<file path="src/rtl/ifetch_queue.sv">
// ifetch_queue
//   Instruction fetch front-end. Holds the fetch PC, presents it to a
//   combinational instruction memory every cycle, and captures each returned
//   word together with its PC in a DEPTH-entry FIFO. Decode drains the FIFO
//   through a valid/ready handshake. A redirect flushes the FIFO and restarts
//   fetch at a new word-aligned PC.
//
//   Optional build macro: IFETCH_FLUSH_CNT_EN adds flush_cnt_o, a saturating
//   count of redirects taken outside reset.
//
// Ports
//   clk_i          clock, all state on rising edge
//   rst_ni         synchronous active-low reset
//   imem_addr_o    byte address to instruction memory (= fetch PC)
//   imem_inst_i    instruction word for imem_addr_o, same cycle
//   redirect_i     flush queue and restart fetch
//   redirect_pc_i  restart PC, bits [1:0] ignored
//   inst_valid_o   FIFO head valid
//   inst_o         instruction at FIFO head
//   pc_o           PC of instruction at FIFO head
//   inst_ready_i   decode accepts the head this cycle
//   flush_cnt_o    redirect count (IFETCH_FLUSH_CNT_EN only)
module ifetch_queue #(
  parameter int          DEPTH    = 4,
  parameter logic [31:0] RESET_PC = 32'h0000_0000
) (
  input  logic        clk_i,
  input  logic        rst_ni,
  output logic [31:0] imem_addr_o,
  input  logic [31:0] imem_inst_i,
  input  logic        redirect_i,
  input  logic [31:0] redirect_pc_i,
  output logic        inst_valid_o,
  output logic [31:0] inst_o,
  output logic [31:0] pc_o,
  input  logic        inst_ready_i
`ifdef IFETCH_FLUSH_CNT_EN
  ,
  output logic [31:0] flush_cnt_o
`endif
);

  localparam int AW = (DEPTH > 1) ? $clog2(DEPTH) : 1;

  localparam logic [AW-1:0] PTR_ONE  = 1;
  localparam logic [AW:0]   CNT_FULL = (AW+1)'(DEPTH);

  typedef struct packed {
    logic [31:0] pc;
    logic [31:0] inst;
  } entry_t;

  entry_t [DEPTH-1:0] mem;
  logic   [31:0]      fetch_pc;
  logic   [AW-1:0]    wr_ptr;
  logic   [AW-1:0]    rd_ptr;
  logic   [AW:0]      count;

  logic pop;
  logic push;

  // A pop offered during a redirect is void; the redirect branch below
  // simply never looks at it, so the head is dropped with the flush.
  assign pop  = inst_valid_o & inst_ready_i;
  // Full queue can still accept a word when the head leaves this cycle.
  assign push = ~redirect_i & ((count < CNT_FULL) | pop);

  always_ff @(posedge clk_i) begin
    if (!rst_ni) begin
      fetch_pc <= RESET_PC;
      wr_ptr   <= '0;
      rd_ptr   <= '0;
      count    <= '0;
      mem      <= '0;
    end else if (redirect_i) begin
      fetch_pc <= {redirect_pc_i[31:2], 2'b00};
      wr_ptr   <= '0;
      rd_ptr   <= '0;
      count    <= '0;
    end else begin
      if (push) begin
        mem[wr_ptr] <= '{pc: fetch_pc, inst: imem_inst_i};
        wr_ptr      <= wr_ptr + PTR_ONE;
        fetch_pc    <= fetch_pc + 32'd4;
      end
      if (pop) rd_ptr <= rd_ptr + PTR_ONE;
      count <= count + {{AW{1'b0}}, push} - {{AW{1'b0}}, pop};
    end
  end

  assign imem_addr_o  = fetch_pc;
  assign inst_valid_o = (count != '0);
  assign inst_o       = mem[rd_ptr].inst;
  assign pc_o         = mem[rd_ptr].pc;

`ifdef IFETCH_FLUSH_CNT_EN
  logic [31:0] flush_cnt;

  always_ff @(posedge clk_i) begin
    if (!rst_ni)                                flush_cnt <= '0;
    else if (redirect_i && (flush_cnt != '1))   flush_cnt <= flush_cnt + 32'd1;
  end

  assign flush_cnt_o = flush_cnt;
`endif

endmodule

</file>
<file path="config.mk">
export PLATFORM = sky130hd
export DESIGN_NAME = ifetch_queue
export DESIGN_NICKNAME = d
export VERILOG_FILES = /design/src/rtl/ifetch_queue.sv
export SDC_FILE = /design/constraint.sdc
export NUM_CORES = 1
export LEC_CHECK = 0
export CAP_MARGIN = 20
export CORE_MARGIN = 3
export CORE_UTILIZATION = 45
export DETAILED_ROUTE_END_ITERATION = 16
export GPL_TIMING_DRIVEN = 1
export HOLD_SLACK_MARGIN = 0.05
export PLACE_DENSITY = 0.75
export SYNTH_ARGS = -nofsm -noshare
export SYNTH_HDL_FRONTEND = slang
export SYNTH_SLANG_ARGS = --single-unit
export TNS_END_PERCENT = 50
</file>
<file path="constraint.sdc">
create_clock -name clk_i -period 3.8 [get_ports clk_i]
set_input_delay 0.38 -clock clk_i [delete_from_list [all_inputs] [get_ports clk_i]]
set_output_delay 0.38 -clock clk_i [all_outputs]
set_load 0.05 [all_outputs]
</file>
==> summary.md, run 1 <==
| Metric | Value |
|---|---|
| Max Cap Viol | `0` |
| Final nets | `1633` |
| Setup TNS | `0 ns` |
| GRT Residual Overflow | `0` |
| Top cell type's share of synthesized area | `0.438` |
| Peak VDD IR | `0.343 mV` |
| Layout cells sized above 1 | `0.0942` |
| Worst Skew | `0.00820 ns` |
| RSZ-0062 raised after global routing | `false` |
| Pwr Total | `7.01 mW` |
| DR pass1 iterations | `5` |
| Maximum clock rate | `312 MHz` |
| Resize count post-CTS | `0` |
| Asr flop ratio synth | `0` |
| Htree depth | `1` |
| Slew headroom | `0.282` |
| Commonest non-fill, non-tap cell in the layout | `nand2_1` |
| Total GRT Usage | `0.223` |
| CTS buffer count | `31` |
| Unique masters post-synth | `53` |
| Crit path required time | `3.42 ns` |
| Clock Path Buffers | `3` |
| Routed WL | `35.8 mm` |
| Storage cell area | `5710 sq um` |
| Worst path arrival time | `2.83 ns` |
| Top Ports | `165` |
| Area Growth Syn to Fin | `21.3%` |
| Placement row count | `61` |
| Post-synth EDFFs | `0` |
| Synthesized flop and latch total | `285` |
| CP Launch Type | `register` |
| Vias in the first global route | `10500` |
| Clk sinks | `285` |
| Initial Util | `0.462` |
| Final Hold Fails | `0` |
| Clk Latency, worst-skew pair | `0.56 ns` |
| Routed Antenna Nets | `0` |
| Area leader, netlist | `dfxtp_1` |
| Fin crit period | `3.21 ns` |
| Via-to-Cell Ratio | `5.50` |
| Met2 Usage GRT | `0.369` |
| Iter 0 DRT Violations | `1008` |
| Dominant cells by area after synthesis | `dfxtp_1 44%, nand2_1 15%, a21boi_0 14%` |
| CP endpoint kind | `output port` |
| # setup viols final | `0` |
| Busiest grt layer | `met2` |
| Mapped cell area | `13000 sq um` |
| Placed insts | `1902` |
| Multi-input gate area | `6740 sq um` |
| Fin area | `15800 sq um` |
| Worst Tran Pin Value | `1.07 ns` |
| Detailed-route DRC error count | `0` |
| Die width | `176 microns` |
| Crit-path max cell delay | `0.72 ns` |
| Seq/Total Area, Yosys | `0.438` |
| Die H | `176 microns` |
| Diode count | `0` |
| Die Footprint | `31000 sq um` |
| Status | `completed` |
| Clock root cell | `clkbuf_16` |
| # hold bufs at CTS | `0` |
| Hold Crit Class | `in -> reg` |
| Crit-path cells | `buf_12 -> mux4_2 -> clkdlybuf4s50_1` |
| Dominant synthesized flop cell | `dfxtp_1` |
| Routability cong. | `0.866` |
| Clock transition at the registers of the reported paths | `0.06 ns` |
| Final non-filler cell total | `1959` |
| Most frequent cells in the layout | `524 x nand2_1, 283 x dfxtp_1, 248 x a21boi_0, 157 x clkdlybuf4s50_1, 62 x mux4_2` |
| Largest net degree at the start of global routing | `111` |
| Final core occ | `0.561` |
| PwrDens | `444 nW/um^2` |
| WS Path Type | `reg -> out` |
| Port Buffer Count | `158` |
| Core ar. | `28200 sq um` |
| Fillcell total | `2394` |
| Met1 usage | `0.307` |
| Hold Crit Start | `rst_ni` |
| Highest net fanout along the worst path | `23` |
| DR vias | `10800` |
| CP startpoint | `rd_ptr[1]` |
| Yosys warns | `0` |
| DR WL/cell | `18.3 microns` |
| Placed inst area | `14800 sq um` |
| Synthesized area per cell | `8.77 sq um` |
| Reg2reg start | `imem_addr_o[4]` |
| First-pass GRT wire length | `56.5 mm` |
| Met3 usage | `0.0387` |
| Slew Limit Fails | `0` |
| Post-Synthesis Cells | `1486` |
| TritonCTS clock tree | `built` |
| Crit-path slowest cell | `clkdlybuf4s50_1` |
| Leak | `5.18 nW` |
| Initial antenna violation count | `1` |
| Crit share post-route | `0.843` |
| Detail Placement HPWL | `21.7 mm` |
| Postcts setup bufs | `0` |
## per-stage QoR
step	hold slack, ns	setup slack (ns)
6_report	0.360	0.595
5_1_grt	0.374	0.494
4_1_cts	0.341	0.543
3_5_place_dp	0.457	0.829
3_3_place_gp	0.447	0.936
2_1_floorplan	0.440	1.16
## worst paths after layout
| kind | to | slack, ns | cells past startpoint |
|---|---|---|---|
| min reg2reg | mem[153] | 0.46 | 2 |
| max | inst_o[21] | 0.59 | 3 |
| min | imem_addr_o[31] | 0.36 | 3 |
| max reg2reg | imem_addr_o[27] | 1.33 | 4 |
## synth_stat cells, types with 4 or more instances
master,n
a21boi_0,248
clkbuf_1,121
nor2_1,13
buf_4,7
nand3_1,26
nand4_1,14
nor3_1,7
nand2_1,524
or4_1,4
o311ai_0,5
buf_1,4
ha_1,7
o211a_1,6
xnor2_1,11
xor2_1,4
nor4_1,12
a21oi_1,7
nand2b_1,13
a31oi_1,5
o31ai_1,4
mux4_2,62
o21ai_0,19
nor2b_1,5
buf_2,13
inv_1,7
or3_1,4
and3_1,8
dfxtp_1,285
## worst max-delay path: cells and delay by family (launching register included)
kind                   cells  cell delay, ns
multiplexers               1            0.55
flip-flops                 1            0.70
buffers and inverters      2            1.00
## logic make-up (layout without fill, tap and decap cells)
| group | after synthesis | count (layout) | synth area share |
|---|---|---|---|
| other | 1 | 4 | 0.000288 |
| AND/OR/NAND/NOR | 645 | 645 | 0.207 |
| multiplexers | 64 | 64 | 0.109 |
| buffers and inverters | 153 | 245 | 0.0474 |
| XOR/XNOR | 15 | 15 | 0.0101 |
| AO/OA/AOI/OAI | 315 | 315 | 0.181 |
| adder cells (fa/ha/maj) | 8 | 8 | 0.00826 |
| flip-flops | 285 | 285 | 0.438 |
## registers in the layout (all words and copies together) (netlist names)
register	cells
count	3
imem_addr_o	30
wr_ptr	2
rd_ptr	2
mem	248
## routing by layer
metal	routed length, microns	vias to the layer above
li1	-	5193
met1	15800	5172
met2	17000	351
met3	2350	54
met4	647	2
met5	13	-
## power by group
| group | internal (mW) | switching, mW | leakage (nW) |
|---|---|---|---|
| sequential | 3.08 | 0.111 | 2.32 |
| clock | 1.76 | 1.19 | 0.488 |
| combinational | 0.340 | 0.538 | 2.38 |
| total | 5.17 | 1.84 | 5.18 |
## cell type report
| class | count | share of cell area |
|---|---|---|
| multi-input combinational | 1051 | 0.426 |
| clock inverter | 8 | 0.00618 |
| inverter | 8 | 0.00190 |
| timing repair buffer | 180 | 0.117 |
| tap | 378 | 0.0299 |
| clock buffer | 49 | 0.0572 |
| sequential | 285 | 0.361 |
(Power assumes the default switching activity.)
==> run 2, diff against run 1 <==
Settings changed: PLACE_DENSITY 0.75 to 0.78.
Clock period 3.8 ns to 2.8 ns, I/O delays scaled along.
==> run 2 against run 1 <==
  * Register-to-register slack got worse by 0.83 ns
  * Utilization increased by 0.18 points
  * First-iteration DRC count shrank 4.7%
  * Total power rose by 36%
  * Clock-buffer cell count fell by 4
  * Via count grew 2.6%
  * Wire length up 1.0%
  * Largest power group unchanged
==> summary.md, run 2 (synthesis results as in run 1) <==
| Metric | Value |
|---|---|
| Max Cap Viol | `0 (unchanged)` |
| Most frequent cells in the layout | `524 x nand2_1, 283 x dfxtp_1, 248 x a21boi_0, 102 x clkdlybuf4s50_1, 73 x buf_4` |
| # setup viols final | `0 (unchanged)` |
| Clock root cell | `clkbuf_16` |
| Multi-input gate area | `6740 sq um (unchanged)` |
| Total GRT Usage | `0.231 (+0.00764)` |
| Clock Path Buffers | `3 (unchanged)` |
| Worst r2r path cells | `4 (unchanged)` |
| Storage cell area | `5710 sq um (unchanged)` |
| Detail Placement HPWL | `22.6 mm (+4.2%)` |
| Final Hold Fails | `0 (unchanged)` |
| Routed Antenna Nets | `0 (unchanged)` |
| Fillcell total | `2424 (+1.3%)` |
| Final nets | `1657 (+1.5%)` |
| Routability cong. | `0.924 (+6.7%)` |
| Detailed-route DRC error count | `0 (unchanged)` |
| Top Ports | `165 (unchanged)` |
| Worst hold path depth | `2 (-1)` |
| CP Launch Type | `register` |
| Commonest non-fill, non-tap cell in the layout | `nand2_1` |
| PwrDens | `603 nW/um^2 (+36%)` |
| Die width | `176 microns (unchanged)` |
| Final core occ | `0.563 (+0.00182)` |
| Postcts setup bufs | `0 (unchanged)` |
| Max reg flops | `248 (unchanged)` |
| Setup TNS | `0 ns (unchanged)` |
| Initial Util | `0.462 (unchanged)` |
| Worst Skew | `0.0149 ns (+0.00666 ns)` |
| Die H | `176 microns (unchanged)` |
| Clock transition at the registers of the reported paths | `0.06 ns (about the same)` |
| Diode count | `0 (unchanged)` |
| Slew headroom | `0.598 (+0.316)` |
| Initial antenna violation count | `0 (-1)` |
| Slew Limit Fails | `0 (unchanged)` |
| DR pass1 iterations | `5 (unchanged)` |
| Layout cells sized above 1 | `0.130 (+0.0357)` |
| Maximum clock rate | `368 MHz` |
| Vias in the first global route | `11000 (+5.3%)` |
| Most flops, register | `mem` |
| WS Path Type | `reg -> out` |
| Worst Tran Pin Value | `0.604 ns (-0.464 ns)` |
| # hold bufs at CTS | `0 (unchanged)` |
| Via-to-Cell Ratio | `5.58 (+1.5%)` |
| Worst path arrival time | `2.44 ns (-0.39 ns)` |
| Clk sinks | `285 (unchanged)` |
| Die Footprint | `31000 sq um (unchanged)` |
| Crit path required time | `2.52 ns (-0.90 ns)` |
| First-pass GRT wire length | `58.3 mm (+3.2%)` |
| Clk Latency, worst-skew pair | `0.55 ns (about the same)` |
| RSZ-0062 raised after global routing | `false` |
| Core ar. | `28200 sq um (unchanged)` |
| Port Buffer Count | `158 (unchanged)` |
| DR WL/cell | `18.3 microns (about the same)` |
| Iter 0 DRT Violations | `961 (-4.7%)` |
| Hold Crit Class | `in -> reg` |
| Routed WL | `36.1 mm (+1.0%)` |
| Largest net degree at the start of global routing | `133 (+20%)` |
| DR vias | `11100 (+2.6%)` |
| CP endpoint kind | `output port` |
| CTS buffer count | `31 (unchanged)` |
| Area Growth Syn to Fin | `21.7%` |
| Highest net fanout along the worst path | `23 (unchanged)` |
| Leak | `5.49 nW (+5.8%)` |
| Status | `completed` |
| Peak VDD IR | `0.533 mV (+55%)` |
| TritonCTS clock tree | `built` |
| GRT Residual Overflow | `0 (unchanged)` |
| Fin crit period | `2.72 ns` |
| Htree depth | `1 (unchanged)` |
| Placement row count | `61 (unchanged)` |
| Crit share post-route | `0.971` |
## run 2: critical path, stage by stage (launching register included)
cell and delay [ns]:
dfxtp_4 0.61, mux4_2 0.55, clkdlybuf4s50_1 0.71
## run 2: through the flow
stage                     area, sq um  power [mW]  hold WS, ns  setup slack [ns]  std cells
after floorplan                 13000        5.14        0.418             0.230       1489
after global placement          14900        5.59        0.446             0.406       1927
after detailed placement        14900        5.61        0.454             0.370       1927
after CTS                       15900        9.64        0.194           0.00520       1980
after global routing            15900        9.89        0.238            0.0175       1979
final                           15900        9.56        0.226            0.0813       1979
## run 2: path summary, 6_finish.rpt
check | startpoint | to | slack [ns]
worst max-delay path | rd_ptr[0] | inst_o[31] | 0.08
worst min-delay path | rst_ni | imem_addr_o[22] | 0.23
worst max register to register | imem_addr_o[20] | imem_addr_o[28] | 0.50
worst min register to register | mem[254] | mem[254] | 0.46
## run 2: cell type report
cell class              instances  share of cell area
multi-input cells            1051               0.425
flip-flops and latches        285               0.360
repair buffers                204               0.119
clock buffers                  45              0.0579
well taps                     378              0.0298
clock inverters                 8             0.00584
inverters                       8             0.00189
## run 2: report_power, final
part	leakage [nW]	total (mW)	switching, mW	internal [mW]
clock network	0.501	4.05	1.62	2.43
logic	2.67	1.21	0.760	0.454
registers	2.32	4.30	0.124	4.18
## run 2: what timing repair did
item | in CTS | in global routing
hold endpoints to repair | 0 | 0
endpoints found under the setup margin | 21 | 17
cloned | 0 | 0
gates resized for setup | 21 | 2
## run 2: routing by layer
layer / up-vias / part of all wire / global-route usage
li1: 5231 / - / -
met1: 5332 / 0.43 / 0.306
met2: 405 / 0.48 / 0.391
met3: 82 / 0.065 / 0.0376
met4: 0 / 0.027 / 0.0663
met5: - / 0 / 0
